### config.mk
export PLATFORM = sky130hd
export DESIGN_NAME = exp_sched
export DESIGN_NICKNAME = d
export VERILOG_FILES = /design/src/rtl/exp_sched.sv
export SDC_FILE = /design/constraint.sdc
export NUM_CORES = 1
export LEC_CHECK = 0
export CAP_MARGIN = 10
export CORE_MARGIN = 2
export CORE_UTILIZATION = 36
export CTS_CLUSTER_SIZE = 14
export DETAILED_ROUTE_END_ITERATION = 7
export PLACE_DENSITY = 0.78
export SYNTH_ARGS = -nofsm -noshare
export SYNTH_HDL_FRONTEND = slang
export SYNTH_SLANG_ARGS = --single-unit
### constraint.sdc
create_clock -name clk -period 2.43 [get_ports clk]
set_clock_uncertainty 0.2 [all_clocks]
set_input_delay 0.243 -clock clk [delete_from_list [all_inputs] [get_ports clk]]
set_output_delay 0.243 -clock clk [all_outputs]
set_load 0.005 [all_outputs]
### src/rtl/exp_sched.sv
// -----------------------------------------------------------------------------
// exp_sched
// Lets NREQ requesters share one iterative exp (integer-log) datapath.
// Requests are granted round-robin in IDLE. The granted operands are latched
// and presented to the datapath. The result, or an error, is returned to the
// granted requester together with a one-cycle one-hot ack.
//
// Ports
//   clk, rst_n           clock, asynchronous active-low reset
//   req[NREQ]            request levels, held with operands until acked
//   req_c/req_j          packed per-requester base / limit, slice i = [i*W +: W]
//   ack[NREQ]            one-cycle one-hot completion pulse
//   rsp_g, rsp_err       result and error flag, valid while ack != 0
//   busy                 high in every state except IDLE
//   exp_start            one-cycle start pulse to the datapath
//   exp_c, exp_j         latched operands, stable from LAUNCH through RESP
//   exp_clear            returns the datapath to its initial state
//   exp_done, exp_g      datapath completion level and result
// -----------------------------------------------------------------------------
module exp_sched #(
  parameter int NREQ    = 4,
  parameter int W       = 16,
  parameter int TIMEOUT = 64
) (
  input  logic            clk,
  input  logic            rst_n,
  input  logic [NREQ-1:0] req,
  input  logic [NREQ*W-1:0] req_c,
  input  logic [NREQ*W-1:0] req_j,
  output logic [NREQ-1:0] ack,
  output logic [W-1:0]    rsp_g,
  output logic            rsp_err,
  output logic            busy,
  output logic            exp_start,
  output logic [W-1:0]    exp_c,
  output logic [W-1:0]    exp_j,
  output logic            exp_clear,
  input  logic            exp_done,
  input  logic [W-1:0]    exp_g
);

  localparam int PW = (NREQ > 1) ? $clog2(NREQ) : 1;
  // One extra bit so the counter can never wrap inside a transaction.
  localparam int CW = $clog2(TIMEOUT) + 1;

  localparam logic [2:0] S_CLEAR  = 3'd0;
  localparam logic [2:0] S_IDLE   = 3'd1;
  localparam logic [2:0] S_LAUNCH = 3'd2;
  localparam logic [2:0] S_WAIT   = 3'd3;
  localparam logic [2:0] S_RESP   = 3'd4;

  logic [2:0]    state;
  logic [PW-1:0] ptr;
  logic [PW-1:0] grant_q;
  logic [W-1:0]  c_q;
  logic [W-1:0]  j_q;
  logic [W-1:0]  g_q;
  logic          err_q;
  logic [CW-1:0] cnt;

  logic          pick_vld;
  logic [PW-1:0] pick;
  logic [W-1:0]  pick_c;
  logic [W-1:0]  pick_j;

  // Round-robin search: first set request bit starting at ptr, wrapping.
  // NOTE: every signal written in always_comb gets a default first, so no
  // path leaves it unassigned and no latch is inferred.
  always_comb begin
    int idx;
    pick_vld = 1'b0;
    pick     = '0;
    idx      = 0;
    for (int i = 0; i < NREQ; i++) begin
      idx = int'(ptr) + i;
      if (idx >= NREQ) idx = idx - NREQ;
      if (!pick_vld && req[idx]) begin
        pick_vld = 1'b1;
        pick     = PW'(idx);
      end
    end
    pick_c = req_c[int'(pick)*W +: W];
    pick_j = req_j[int'(pick)*W +: W];
  end

  // NOTE: sequential state uses non-blocking assignments only, so every
  // register samples pre-edge values regardless of evaluation order.
  // NOTE: the holding registers are few, and all of them are reset. This makes
  // the datapath operands and the response outputs read 0 out of reset.
  always_ff @(posedge clk or negedge rst_n) begin
    if (!rst_n) begin
      state   <= S_CLEAR;
      ptr     <= '0;
      grant_q <= '0;
      c_q     <= '0;
      j_q     <= '0;
      g_q     <= '0;
      err_q   <= 1'b0;
      cnt     <= '0;
    end else begin
      case (state)
        S_CLEAR: state <= S_IDLE;

        S_IDLE: begin
          if (pick_vld) begin
            grant_q <= pick;
            c_q     <= pick_c;
            j_q     <= pick_j;
            // A base below 2 has no meaningful log: answer at once with an
            // error and leave the datapath idle.
            if (pick_c < W'(2)) begin
              g_q   <= '0;
              err_q <= 1'b1;
              state <= S_RESP;
            end else begin
              state <= S_LAUNCH;
            end
          end
        end

        S_LAUNCH: begin
          cnt   <= '0;
          state <= S_WAIT;
        end

        S_WAIT: begin
          // done is tested first, so it wins over a coincident timeout.
          if (exp_done) begin
            g_q   <= exp_g;
            err_q <= 1'b0;
            state <= S_RESP;
          end else if (cnt == CW'(TIMEOUT - 1)) begin
            g_q   <= '1;
            err_q <= 1'b1;
            state <= S_RESP;
          end else begin
            cnt <= cnt + CW'(1);
          end
        end

        S_RESP: begin
          ptr   <= (grant_q == PW'(NREQ - 1)) ? '0 : grant_q + PW'(1);
          state <= S_IDLE;
        end

        default: state <= S_CLEAR;
      endcase
    end
  end

  // Outputs decoded from registered state and holding registers only.
  assign ack       = (state == S_RESP) ? (NREQ'(1) << grant_q) : '0;
  assign rsp_g     = g_q;
  assign rsp_err   = err_q;
  assign busy      = (state != S_IDLE);
  assign exp_start = (state == S_LAUNCH);
  assign exp_clear = (state == S_CLEAR) || (state == S_RESP);
  assign exp_c     = c_q;
  assign exp_j     = j_q;

endmodule
# Word level (Yosys, flattened, before mapping)
# Cells that the tools add are included.
[op_classes] n_addsub=9 mul=0 div_mod_pow=0 magnitude_cmp=9 n_eq_ne=12 shifts=3 mux=44 n_bitwise=0 reduce_logical=15
[ops] op="$lt 32x4->1 const B" n=4
[ops] op="$mux 32" n=4
[ops] op="$shiftx 64x7->16" n=2
[ops] op="$mux 16" n=4
[ops] op="$pmux 16 s2" n=1
[ops] op="$lt 16x2->1 const B" n=1
[ops] op="$mux 1" n=16
[ops] op="$mux 7" n=2
[ops] op="$pmux 7 s2" n=1
[ops] op="$mux 3" n=4
[ops] op="$pmux 3 s4" n=1
[ops] op="$sub 3x3->4 const B" n=3
[ops] op="$mux 2" n=5
[ops] op="$ge 3x3->1 const B" n=3
[ops] op="$bmux 1 s2" n=4
[ops] op="$ne 2x2->1 const B" n=4
[ops] op="$add 7x1->7 const B" n=1
[ops] op="$eq 7x6->1 const B" n=1
[ops] op="$add 2x2->3 const B" n=2
[ops] op="$eq 3x2->1 const B" n=2
[ops] op="$mux 4" n=1
[ops] op="$reduce_and 2->1" n=2
[ops] op="$reduce_and 4->1" n=1
[ops] op="$reduce_bool 2->1" n=2
[ops] op="17 further kinds" n=21
[totals] reg_bits=63 latch_bits=0 ram_bits=0 mem_bits_ro=0 in_bits=151 out_inout_bits=56 elab_cells=100 n_memories=0

# Depth between registers and ports, before layout
[depth] ltp_word=20 depth_mapped=12 depth_no_buf=10

# Least setup slack after synthesis
# OpenSTA, ideal clock, no wires.
[synth_path] path_type="register -> register" start="register ptr[1]" end="register g_q[10] (netlist: rsp_g[10])" setup_ns=0.120 t_arrival_ns=2.266 required_time_ns=2.110 path_slack_ns=-0.156 path_stages_with_launch=13 n_path_buf=3 synth_period_minus_slack_ns=2.586 path_cell_list="dfrtp_1 -> a21oi_1 -> o21ai_0 -> a2bb2oi_2 -> buf_4 -> mux2i_1 -> mux2_2 -> nand4_2 -> nor4_2 -> and2_1 -> buf_6 -> buf_6 -> nor2_1"
[synth_between] elab_chain_len=19 word_cells_on_any_way=46 cone_classes="add/sub (7); order compare (5); eq/ne (2); shift (1); mux (24); reduce/logical (7)"
[synth_lines] element="start, declared" line_no="53" rtl="logic [PW-1:0] ptr;"
[synth_lines] element="start signal, assigned" line_no="142" rtl="ptr <= (grant_q == PW'(NREQ - 1)) ? '0 : grant_q + PW'(1);"
[synth_lines] element="branches (longest 18 deep; another with $sub 3x3->4)"
[synth_lines] element="$reduce_and 4->1 (no source line) *"
[synth_lines] element="end signal, assigned" line_no="129" rtl="g_q <= exp_g;"
[synth_lines] element="end, declared" line_no="57" rtl="logic [W-1:0] g_q;"
# Mark *: on every way between the ends. The select of a mux whose other input is x is not followed.
# A chain may end at the register's enable or synchronous reset.

# Worst setup path in the final report
[layout_path] start="register ptr[1]" end="register g_q[0] (netlist: rsp_g[0])"
# The elaborated chain is that of the path after synthesis.

==> results summary <==
The number of core rows is 37. The clock passes through at most 2 buffers. The final instance area came out at around 0.0067 sq mm. Leaving out fill and tap cells, the most frequent cell in the layout is sky130_fd_sc_hd__clkdlybuf4s50_1. The total nets after synthesis is between 600 and 700.

The number of routed nets with antenna violations is 0. The distinct cell type count after synthesis is 41. The detailed-route DRC error count came out at 0. The CTS buffer count is 9. The synthesized design contains 63 register bits. The x dimension of the die is between 100 and 150 microns. Routability-driven placement finished with a final weighted congestion of 0.8758. The portion of the clock cycle consumed by the worst path in the final layout is 1.082. The total of endpoints with negative setup slack in the final report came out at 19.

The final reports fail on negative setup slack. During synthesis, Yosys emitted a total of 0 warnings. The number of sinks handled by clock tree synthesis is between 60 and 70. The relative max-transition margin came out at 0.4437. The final number of max-transition violations came to 0. The critical path capture point type is a flop. The end of the worst register-to-register path is rsp_g[0]$_DFFE_PN0P_. Setup repair after global routing could not meet its margin everywhere. From synthesis to final layout, the design area changed by 74.26%.

The core outline area is 0.01032 sq mm. The vertical extent of the die is between 100 and 150 microns. The setup total negative slack came out at -3.407 ns. The net count of the finished layout is around 850. Clock tree synthesis selected as its root buffer the cell sky130_fd_sc_hd__clkbuf_8. The setup check on the worst reg-to-reg path leaves a slack of -0.20 ns. The share of cells above drive strength 1 is 0.1318. In the final routed layout, each cell accounts on average for around 16 microns. Clock latency on the worst-skew pair, taken at its later pin, is roughly 0.34 ns. The slew at the pin closest to its max-slew limit came out at 0.8314 ns. The kind of critical path is flop to flop. The number of optimization iterations in the first detailed-route pass is 4. The via count of the first global-routing pass came out at 4248. The via density per instance came out at approximately 5. Across all layers, the routed design uses 4171 vias. The worst register-to-register path has a depth of 11.

The number of fillers in the final layout came out at 850. The count of port buffers added during placement is 206. In the layout the commonest cells are sky130_fd_sc_hd__clkdlybuf4s50_1 (203), sky130_fd_sc_hd__nand2_1 (131), sky130_fd_sc_hd__o21ai_0 (70), sky130_fd_sc_hd__dfrtp_1 (62).

The data arrival at the endpoint of the critical path came out at 2.66 ns. The signal on the critical path passes through a21oi_2, o21ai_2, a2bb2oi_4, buf_12, buf_16, mux2i_2, mux2_4, nand4_4, nor4_4, and2_4, nor2_1. The largest stage delay on the critical path came out at 0.42 ns.

In the global route stage, overall resource usage came out at 0.2287. Each instance of the synthesized netlist takes up on average slightly above 8 sq um. The required time of the critical path is between 2 and 2.5 ns. The type of origin of the critical path is a flop. The first global-routing pass estimated 20.65 mm of wire. The sequential cell area is 0.001578 sq mm. The hold violation count in the final report came out at 0.

The power per unit of standard cell area is 979.9 mW/mm^2. The repair_antennas step left the layout with diodes totalling 0. The initial antenna violation count came to 0.

The total congestion overflow after global routing came out at 0. After layout, the worst setup slack is -0.1986 ns. The share of synthesized area occupied by flip-flops and latches came out at 0.4126.

The routed design could run at a clock period as short as 2.629 ns. The flow ran to the end, but the final reports show violations. The clock tree from TritonCTS is done.

The die outline area came out at approximately 0.011 sq mm. The number of top-level pins is about 210. Derived from the worst setup path, the maximum achievable clock frequency is between 300 and 400 MHz.

The maximum fanout along the worst path is 8. The mapped cell area is 0.003821 sq mm. The largest net degree at the start of global routing is 48. The reported leakage power came out at around 0.0029 uW. Prior to clock tree synthesis, the placed netlist has a worst setup slack of -0.7230 ns. The post-layout utilization of the core came out at 0.6450. The critical-path cell with the highest stage delay is sky130_fd_sc_hd__dfrtp_2. The maximum level of the CTS H-tree is 3. The HPWL reported at the end of detailed placement is 9.688 mm. Clock-pin slew was measured on the worst setup and hold paths at roughly 0.08 ns. The initial utilization of the core area, before any placement, comes to 0.3701.

The worst-case vdd ir drop is roughly 420 uV. The cell count after synthesis came out at around 470. For this block, the routed nets add up to 13.00 mm of wire. Once placement finished, the instance area stood at about 0.0062 sq mm. The source of the worst register-to-register timing path is ptr[1]$_DFFE_PN0P_. Across the run, the number of max-cap violations was 0. The initial detailed-routing violation count came out at between 200 and 250. The type of the tightest min-delay check is primary input to async pin. The footprint of the multi-input gates came out at approximately 0.0022 sq mm.
-- per-stage QoR --
stage          power, uW  hold slack, ns  instances
2_1_floorplan       3510         -0.2526        468
3_3_place_gp        5236        -0.02276        806
3_5_place_dp        5356        -0.01455        806
4_1_cts             6517          0.1664        834
5_1_grt             7047          0.1750        834
6_report            6525          0.1667        834
-- where the power goes --
group	switching [uW]	leakage [uW]	total (uW)	internal, uW
clock	442	0.0000885	842	401
sequential	292	0.000762	1820	1530
combinational	1720	0.00205	3860	2140
total	2450	0.00290	6520	4070
-- cell type report --
class	count	area share
well taps	136	0.02555
clock buffers	10	0.02067
clock inverters	6	0.006952
multi-input cells	367	0.3271
repair buffers	244	0.3782
flip-flops and latches	63	0.2369
inverters	8	0.004510
-- registers in the layout, summed over array words and instances, names as in the netlist --
signal and flops:
state 3, rsp_err 1, exp_c 16, ptr 2, grant_q 2, cnt 7
rsp_g 16, exp_j 16
-- synthesized netlist by cell type (all sizes together) --
library cell  count  area [sq um]
ha                5         62.56
nand4             3         25.02
a22o              1         8.760
dfrtp            63          1577
or2               1         6.260
a31oi             1         6.260
a21oi             5         25.02
nor2             34         127.6
o21a              1         7.510
o31ai             1         7.510
nor4              2         18.77
mux2             17         195.2
nand4b            1         8.760
clkbuf           23         86.33
nor3b             1         7.510
mux2i            31         310.3
a2bb2oi           2         23.77
nand2b            2         12.51
and3              6         37.54
buf               8         63.80
or3               1         6.260
inv               8         30.03
nand3b           16         120.1
xnor2             2         17.52
and2              2         12.51
a211oi            1         20.02
xor2              2         17.52
nand2           131         491.7
nand3            21         105.1
nor2b             2         12.51
o21ai            73         365.4
nor3              1         5.000
-- worst max path at each step --
| stage | startpoint | end | slack [ns] |
|---|---|---|---|
| floorplan | ptr[1]$_DFFE_PN0P_ | rsp_g[10]$_DFFE_PN0P_ | -0.11 |
| global placement | req[0] | rsp_g[0]$_DFFE_PN0P_ | -0.56 |
| detailed placement | req[0] | rsp_g[11]$_DFFE_PN0P_ | -0.72 |
| CTS | ptr[0]$_DFFE_PN0P_ | rsp_g[2]$_DFFE_PN0P_ | -0.18 |
| global route | ptr[1]$_DFFE_PN0P_ | rsp_g[0]$_DFFE_PN0P_ | -0.35 |
| finish | ptr[1]$_DFFE_PN0P_ | rsp_g[0]$_DFFE_PN0P_ | -0.20 |
-- timing repair --
action,4_1_cts,5_1_grt
pin swaps,17,3
buffers inserted,10,2
hold buffers,1,0
setup endpoints to repair,19,34
hold endpoints to repair,18,0
resized for setup,17,12
cloned,3,0
-- worst max-delay path, delay by kind of cell, from the launching register on --
family | cells | cell delay, ns
multiplexers | 2 | 0.40
AND/OR/NAND/NOR | 4 | 0.78
AO/OA/AOI/OAI | 3 | 0.42
buffers and inverters | 2 | 0.27
flip-flops | 1 | 0.42
-- routing by layer --
layer	global-route usage	up-vias	part of all wire
met2	0.4127	161	0.51
li1	-	2040	-
met3	0.07112	18	0.072
met4	0.06679	0	0.018
met5	0	-	0
met1	0.2574	1952	0.39
-- logic make-up after synthesis --
family                   after synthesis  share of synthesized area
XOR/XNOR                               4                   0.009170
multiplexers                          48                     0.1323
AND/OR/NAND/NOR                      224                     0.2610
flip-flops                            63                     0.4126
buffers and inverters                 39                    0.04715
AO/OA/AOI/OAI                         85                     0.1215
adder cells (fa/ha/maj)                5                    0.01637
No activity file was read; power rests on OpenSTA's default activity.
